### src/rtl/if_pkg.sv
// Shared definitions for the instruction-fetch stage: FSM state encoding,
// the NOP word and the default reset PC.
package if_pkg;
  localparam logic [1:0] ST_REQ   = 2'd0;
  localparam logic [1:0] ST_HOLD  = 2'd1;
  localparam logic [1:0] ST_DRAIN = 2'd2;

  localparam logic [31:0] NOP_INSTR        = 32'h0000_0000;
  localparam logic [31:0] DEFAULT_RESET_PC = 32'h0000_0000;

  // Sequential successor address; wraps modulo 2^32.
  function automatic logic [31:0] next_seq(input logic [31:0] addr);
    return addr + 32'd4;
  endfunction
endpackage

### src/rtl/if_fetch_if.sv
// Instruction-memory request/response bus between the fetch stage (master)
// and the instruction memory (slave).
//
// Handshake: the master holds imem_req=1 with a stable imem_addr until the
// slave returns a single-cycle imem_ack strobe with imem_rdata valid in that
// same cycle; the slave may ack in the first request cycle or any later one.
interface if_fetch_if;
  logic        imem_req;
  logic [31:0] imem_addr;
  logic        imem_ack;
  logic [31:0] imem_rdata;

  modport master (output imem_req, output imem_addr, input imem_ack, input imem_rdata);
  modport slave  (input imem_req, input imem_addr, output imem_ack, output imem_rdata);
endinterface

### src/rtl/if_fetch_wdog.sv
// Fetch watchdog: counts consecutive request cycles without a response and
// raises a sticky error once TIMEOUT_CYC such cycles have elapsed.
module if_fetch_wdog #(
  parameter int unsigned TIMEOUT_CYC = 256
) (
  input  logic clk,
  input  logic rst_n,
  input  logic active,
  input  logic clear,
  output logic err
);
  localparam int CW = $clog2(TIMEOUT_CYC + 1);

  logic [CW-1:0] cnt;

  always_ff @(posedge clk) begin
    if (!rst_n) begin
      cnt <= '0;
      err <= 1'b0;
    end else if (clear) begin
      cnt <= '0;
    end else if (active && (cnt != CW'(TIMEOUT_CYC))) begin
      cnt <= cnt + CW'(1);
      if (cnt == CW'(TIMEOUT_CYC - 1)) err <= 1'b1;
    end
  end
endmodule

### src/rtl/if_fetch.sv
// Instruction-fetch stage: REQ/HOLD/DRAIN controller feeding the IF/ID latch.
// Define IF_FETCH_TIMEOUT_EN to add the fetch watchdog (imem_err).
module if_fetch
  import if_pkg::*;
#(
  parameter logic [31:0] RESET_PC    = DEFAULT_RESET_PC,
  parameter int unsigned TIMEOUT_CYC = 256
) (
  input  logic        clk,
  input  logic        rst_n,
  input  logic        pc_write,
  input  logic        branch_taken,
  input  logic [31:0] pc_branch,
  if_fetch_if.master  imem,
  output logic [31:0] instr,
  output logic        instr_valid,
  output logic [31:0] pc,
  output logic [31:0] pc_4,
  output logic        imem_err,
  output logic [1:0]  state_dbg
);
  logic [1:0]  state;
  logic [31:0] fetch_pc;
  logic [31:0] drain_addr;
  logic        started;
  logic        ack;

  assign ack            = imem.imem_ack;
  // started keeps imem_req low for the whole reset cycle and the first edge after.
  assign imem.imem_req  = started && (state != ST_HOLD);
  assign imem.imem_addr = (state == ST_DRAIN) ? drain_addr : fetch_pc;
  assign state_dbg      = state;

  always_ff @(posedge clk) begin
    if (!rst_n) begin
      state       <= ST_REQ;
      fetch_pc    <= RESET_PC;
      drain_addr  <= RESET_PC;
      started     <= 1'b0;
      instr       <= NOP_INSTR;
      instr_valid <= 1'b0;
      pc          <= RESET_PC;
      pc_4        <= next_seq(RESET_PC);
    end else begin
      started <= 1'b1;
      if (branch_taken) begin
        fetch_pc    <= pc_branch;
        instr_valid <= 1'b0;
        instr       <= NOP_INSTR;
        if (state == ST_HOLD || ack || (state == ST_REQ && !started)) begin
          state <= ST_REQ;
        end else begin
          // An un-acked request is still in flight; wait for it at its old address.
          state <= ST_DRAIN;
          if (state == ST_REQ) drain_addr <= fetch_pc;
        end
      end else begin
        case (state)
          ST_REQ: begin
            if (ack) begin
              instr       <= imem.imem_rdata;
              pc          <= fetch_pc;
              pc_4        <= next_seq(fetch_pc);
              instr_valid <= 1'b1;
              fetch_pc    <= next_seq(fetch_pc);
              state       <= ST_HOLD;
            end
          end
          ST_HOLD: begin
            if (pc_write) begin
              instr_valid <= 1'b0;
              instr       <= NOP_INSTR;
              state       <= ST_REQ;
            end
          end
          ST_DRAIN: begin
            if (ack) state <= ST_REQ;
          end
          default: state <= ST_REQ;
        endcase
      end
    end
  end

`ifdef IF_FETCH_TIMEOUT_EN
  if_fetch_wdog #(.TIMEOUT_CYC(TIMEOUT_CYC)) u_wdog (
    .clk    (clk),
    .rst_n  (rst_n),
    .active (imem.imem_req),
    .clear  (ack | branch_taken),
    .err    (imem_err)
  );
`else
  logic unused_timeout_cfg;
  assign unused_timeout_cfg = ^TIMEOUT_CYC;
  assign imem_err = 1'b0;
`endif
endmodule
### src/flat_wrapper.sv
// flat-port wrapper written by rule: the top's interface ports become plain ports
module if_fetch_flat import if_pkg::*;
#(
  parameter logic [31:0] RESET_PC    = DEFAULT_RESET_PC,
  parameter int unsigned TIMEOUT_CYC = 256
)
  (clk, rst_n, pc_write, branch_taken, pc_branch, instr, instr_valid, pc, pc_4, imem_err, state_dbg, imem_imem_req, imem_imem_addr, imem_imem_ack, imem_imem_rdata);
  if_fetch_if imem_i ();
  input  logic clk;
  input  logic rst_n;
  input  logic pc_write;
  input  logic branch_taken;
  input  logic [31:0] pc_branch;
  output logic [31:0] instr;
  output logic instr_valid;
  output logic [31:0] pc;
  output logic [31:0] pc_4;
  output logic imem_err;
  output logic [1:0] state_dbg;
  output wire logic [$bits(imem_i.imem_req)-1:0] imem_imem_req;
  output wire logic [$bits(imem_i.imem_addr)-1:0] imem_imem_addr;
  input wire logic [$bits(imem_i.imem_ack)-1:0] imem_imem_ack;
  input wire logic [$bits(imem_i.imem_rdata)-1:0] imem_imem_rdata;
  assign imem_imem_req = imem_i.imem_req;
  assign imem_imem_addr = imem_i.imem_addr;
  assign imem_i.imem_ack = imem_imem_ack;
  assign imem_i.imem_rdata = imem_imem_rdata;
  if_fetch #(.RESET_PC(RESET_PC), .TIMEOUT_CYC(TIMEOUT_CYC)) u_core (.clk(clk), .rst_n(rst_n), .pc_write(pc_write), .branch_taken(branch_taken), .pc_branch(pc_branch), .imem(imem_i), .instr(instr), .instr_valid(instr_valid), .pc(pc), .pc_4(pc_4), .imem_err(imem_err), .state_dbg(state_dbg));
endmodule
### config.mk
export PLATFORM = sky130hd
export DESIGN_NAME = if_fetch_flat
export DESIGN_NICKNAME = d
export VERILOG_FILES = /design/src/rtl/if_pkg.sv /design/src/rtl/if_fetch_if.sv /design/src/rtl/if_fetch_wdog.sv /design/src/rtl/if_fetch.sv /design/src/flat_wrapper.sv
export SDC_FILE = /design/constraint.sdc
export NUM_CORES = 1
export LEC_CHECK = 0
export BUFFER_PORTS_ARGS = -buffer_cell sky130_fd_sc_hd__clkbuf_2
export CORE_MARGIN = 2
export CORE_UTILIZATION = 25
export CTS_CLUSTER_DIAMETER = 120
export DETAILED_ROUTE_END_ITERATION = 12
export GPL_ROUTABILITY_DRIVEN = 0
export GPL_TIMING_DRIVEN = 0
export MAX_ROUTING_LAYER = met4
export SYNTH_ARGS = -nofsm -noshare
export SYNTH_HDL_FRONTEND = slang
export SYNTH_SLANG_ARGS = --single-unit
### constraint.sdc
create_clock -name clk -period 5.6 [get_ports clk]
set_input_delay 1.12 -clock clk [delete_from_list [all_inputs] [get_ports clk]]
set_output_delay 1.12 -clock clk [all_outputs]
set_load 0.005 [all_outputs]
## After elaboration in Yosys (flattened, before gate mapping)

Index checks and enable logic that the tools add are counted.

- Register bits after elaboration: 164
- Input port bits: 69
- Output and inout bits: 133

- $add $sub $neg: 1
- Equality and inequality tests: 8
- Muxes and demuxes: 17
- Bitwise logic cells: 3
- Reduce and logical (&&, ||, !) cells: 15

Operator list:

| kind | count |
|---|---|
| 32-bit two-way mux | 6 |
| 32-bit case mux with 2 select lines | 1 |
| 32-bit by 3-bit adder with 32-bit output (second input constant) | 1 |
| 3-bit AND reduction | 4 |
| 2-bit two-way mux | 5 |
| 3-bit inequality test (second input constant) | 3 |
| 2-bit case mux with 3 select lines | 1 |
| 2-bit nonzero test | 3 |
| 2-bit inequality test (second input constant) | 2 |
| 1-bit two-way mux | 3 |
| 1-bit NOT | 3 |
| 2-bit by 1-bit == test with 1-bit output (second input constant) | 1 |
| 2-bit == test (second input constant) | 1 |
| 1-bit logical AND | 2 |
| 2-bit logical NOT | 1 |
| 1-bit logical OR | 2 |
| 2-bit by 1-bit inequality test with 1-bit output (second input constant) | 1 |
| 1-bit case mux with 2 select lines | 1 |
| 2-bit AND reduction | 1 |
| 2-bit OR reduction | 1 |
| 1-bit logical NOT | 1 |

## Depth between registers and ports, before layout

- Depth in word-level cells: 5
- Mapped depth: 7
- Depth with buffers taken out: 5

## Worst setup path before layout

No wires, ideal clock.

- Kind: input to register
- Start point: input imem_imem_ack
- End point: register u_core.fetch_pc[16]
- Library setup time: 0.074 ns
- Arrival time: 2.676 ns
- Required time: 5.526 ns
- Slack: 2.850 ns
- Stages: 6
- Path buffers: 2
- Cells stage by stage: or3b_1 -> buf_2 -> or4_1 -> buf_2 -> or3_1 -> a31oi_1

- Word-level cells in the longest chain between the ends: 2

Ends and longest elaborated chain:

| element | line | text |
|---|---|---|
| start: declaration | flat_wrapper.sv:22 | `input wire logic [$bits(imem_i.imem_ack)-1:0] imem_imem_ack;` |
| 2-bit nonzero test (no line) | -- |  |
| 2-bit AND reduction (no line) | -- |  |
| end signal: assignment | if_fetch.sv:47 | `fetch_pc <= pc_branch;` |
| end signal: assignment | if_fetch.sv:65 | `fetch_pc <= next_seq(fetch_pc);` |
| end: declaration | if_fetch.sv:23 | `logic [31:0] fetch_pc;` |

Every way passes these cells.
A chain may end at the register's enable or synchronous reset.

## Worst setup path after layout

- Start point: register u_core.state[0], in the netlist u_core.state_dbg[0]
- End point: output imem_imem_addr[12]

- Word-level cells in the longest chain between the ends: 2

Ends and longest elaborated chain:

| element | line | text |
|---|---|---|
| start: declaration | if_fetch.sv:22 | `logic [1:0] state;` |
| start signal: assignment | if_fetch.sv:36 | `state <= ST_REQ;` |
| start signal: assignment | if_fetch.sv:51 | `state <= ST_REQ;` |
| start signal: assignment | if_fetch.sv:54 | `state <= ST_DRAIN;` |
| 2-bit == test | if_fetch.sv:31 | `assign imem.imem_addr = (state == ST_DRAIN) ? drain_addr : fetch_pc;` |
| 32-bit two-way mux | if_fetch.sv:31 |  |
| end: declaration | flat_wrapper.sv:21 | `output wire logic [$bits(imem_i.imem_addr)-1:0] imem_imem_addr;` |

Every way passes these cells.

==> flow_summary.json <==
{
  "required_ns": 4.48,
  "cts-root-buf": "clkbuf_16",
  "max_freq_ghz": 0.277,
  "start_kind": "flop",
  "synth_compound_area_share_pct": 19.2,
  "initialDrtViolationCount": 757,
  "grt_pass1_wl_um": 40800,
  "ff2ff_setup_slack_ns": 2.51,
  "critPathMaxFanout": 10,
  "areaGrowthSynthToFinish_pct": 29.7,
  "final_cells": 1477,
  "synthAdderAreaFrac_pct": 0.177,
  "power.density_nw_per_um2": 310,
  "insertion_delay_ns": 0.44,
  "cts_tree": "done",
  "period_minus_slack_ns": 3.61,
  "synth_cell_types": 44,
  "cts_buffers": 17,
  "clock_sinks": 162,
  "first_pass_iters": 7,
  "vdd_drop_max_mv": 0.174,
  "placedCellCount": 1442,
  "place_ws_ns": 1.79,
  "synth_top_area_share_pct": 45.8,
  "port_buffers": 200,
  "yosys-mux-area-fraction_pct": 5.65,
  "synth_warnings": 0,
  "global_route.usage.met3_pct": 5.26,
  "drc_errors": 0,
  "grt_max_degree": 17,
  "fp.dieH_um": 172,
  "yosysSeqAreaShare_pct": 45.8,
  "tightest_slew_ns": 1.35,
  "rows": 61,
  "track_usage_pct": 19.1,
  "synth_nets": 934,
  "synth-xor-area-share_pct": 2.47,
  "synth_flop_cell": "dfxtp_1",
  "met1_usage_pct": 24.6,
  "hpwl_um": 20300,
  "rsz0062_at_grt": "no",
  "clk_path_buf_depth": 2,
  "syn-cell-area_sq_um": 7080,
  "maxCapViolations": 0,
  "final_common_cell": "clkbuf_2",
  "use_met2_pct": 29.1,
  "start_util_pct": 25.4,
  "h-tree-depth": 4,
  "mostFrequentLayoutCells": "clkbuf_2, dfxtp_1, nand2_1",
  "nNetsFinal": 1153,
  "synth-edff-count": 0,
  "fillers": 3019,
  "vias": 7293,
  "layout-drive-gt1-share_pct": 26.2,
  "clkSlewWorstSetupHoldPaths_ns": 0.06,
  "p_leak_nw": 3.47,
  "finalWirelength_um": 27800,
  "grt_pass1_vias": 6599,
  "ys_seq_elements": 162,
  "cp.arrival_ns": 2.49,
  "die_x_um": 172,
  "fin_crit_sh_pct": 64.6,
  "routedWlPerCell_um": 18.8,
  "design.core.area_sq_um": 27900,
  "synthTopCellsByArea": "dfxtp_1, nand2_1, a21oi_1",
  "hold_violations": 0,
  "cts-resized-gates": 0,
  "relSlewSlack_pct": 9.30,
  "setup_ws_ns": 1.99,
  "final_max_slew_viol_count": 0,
  "synth_top_family_by_area": "simple AND/OR/NAND/NOR gates",
  "antenna_found_initial": 3,
  "routed_via_density": 4.94,
  "hold_buffers": 0,
  "synth-simple-area-share_pct": 20.6,
  "finalSetupTns_ns": 0,
  "drtAntennaViolNets": 0,
  "grt.busiest_layer": "met2",
  "grt_overflow": 0,
  "cts_setup_buffers": 0,
  "setup_viol": 0,
  "critical_path_class": "flop to output pin",
  "syn_inst": 864,
  "setup.worst_path.end_class": "output pin",
  "io_pins": 202,
  "finalClockSkew_ns": 0.0116,
  "yosysTopAreaCell": "dfxtp_1",
  "die_area_sq_um": 29700,
  "worst_hold_path_type": "flop to flop",
  "synth-async-reset-ratio_pct": 0,
  "status": "finished, final reports clean",
  "syn_area_per_cell_sq_um": 8.20
}
path summary, 6_finish.rpt:
kind / from / end / cells past startpoint
max: u_core.state_dbg[0] / imem_imem_addr[12] / 6
min: u_core.drain_addr[28] / u_core.drain_addr[28] / 2
max reg2reg: u_core.state_dbg[0] / u_core.pc_4[25] / 5
min reg2reg: u_core.drain_addr[28] / u_core.drain_addr[28] / 2
metrics by stage:
step                      utilization (%)  area [sq um]  hold slack (ns)  total power [mW]
after detailed placement             30.7          8560            0.447              1.62
final                                33.0          9190            0.454              2.85
after global routing                 33.0          9190            0.471              2.94
after floorplan                         -          7080            0.434              1.44
after global placement               30.7          8560            0.439              1.61
after CTS                            33.0          9180            0.456              2.86
cells by family after synthesis:
family,count (synthesis)
adder cells (fa/ha/maj),1
buffers and inverters,104
AND/OR/NAND/NOR,313
other,1
flip-flops,162
AO/OA/AOI/OAI,227
multiplexers,36
XOR/XNOR,20
synth_stat cells (7+ instances only):
cell type / count
mux2_2: 32
nor4_1: 10
a311oi_1: 12
a22oi_1: 32
buf_2: 12
or4_1: 19
or3_1: 22
o21ai_0: 57
xnor2_1: 15
nand2_1: 151
a21oi_1: 81
dfxtp_1: 162
a211oi_1: 8
o31ai_1: 10
nand4_1: 11
nor2_1: 57
buf_1: 7
nor3_1: 15
clkbuf_1: 74
nand3_1: 9
a31oi_1: 19
layout make-up:
cell class	count	area, sq um	share of cell area, %
clock buffers	21	470	5.12
well taps	378	473	5.15
repair buffers	200	1000	10.9
flip-flops and latches	162	3240	35.3
diodes	3	7.51	0.0817
multi-input cells	598	3410	37.1
clock inverters	11	153	1.66
plain buffers	99	414	4.51
inverters	5	18.8	0.204
state kept, by name, indices dropped and copies added, names as in the netlist:
name                cells
u_core.instr           32
u_core.instr_valid      1
u_core.drain_addr      32
u_core.fetch_pc        32
u_core.pc_4            32
u_core.pc              30
u_core.state_dbg        2
u_core.started          1
critical path, stage by stage, from the launching register on:
cell and delay, ns:
dfxtp_1 0.33, buf_2 0.21, nand2b_1 0.12, clkbuf_1 0.25
buf_1 0.59, mux2_2 0.44, clkbuf_2 0.12
report_power, final:
part           switching [mW]  internal [mW]  total (mW)
clock network           0.514          0.740        1.25
logic                   0.227          0.132       0.359
registers              0.0299           1.20        1.23
layer usage:
layer	wire (um)	up-vias
li1	-	3493
met1	12200	3393
met2	12300	362
met3	2680	45
met4	644	0
met5	0	-
No activity file was read; power rests on OpenSTA's default activity.
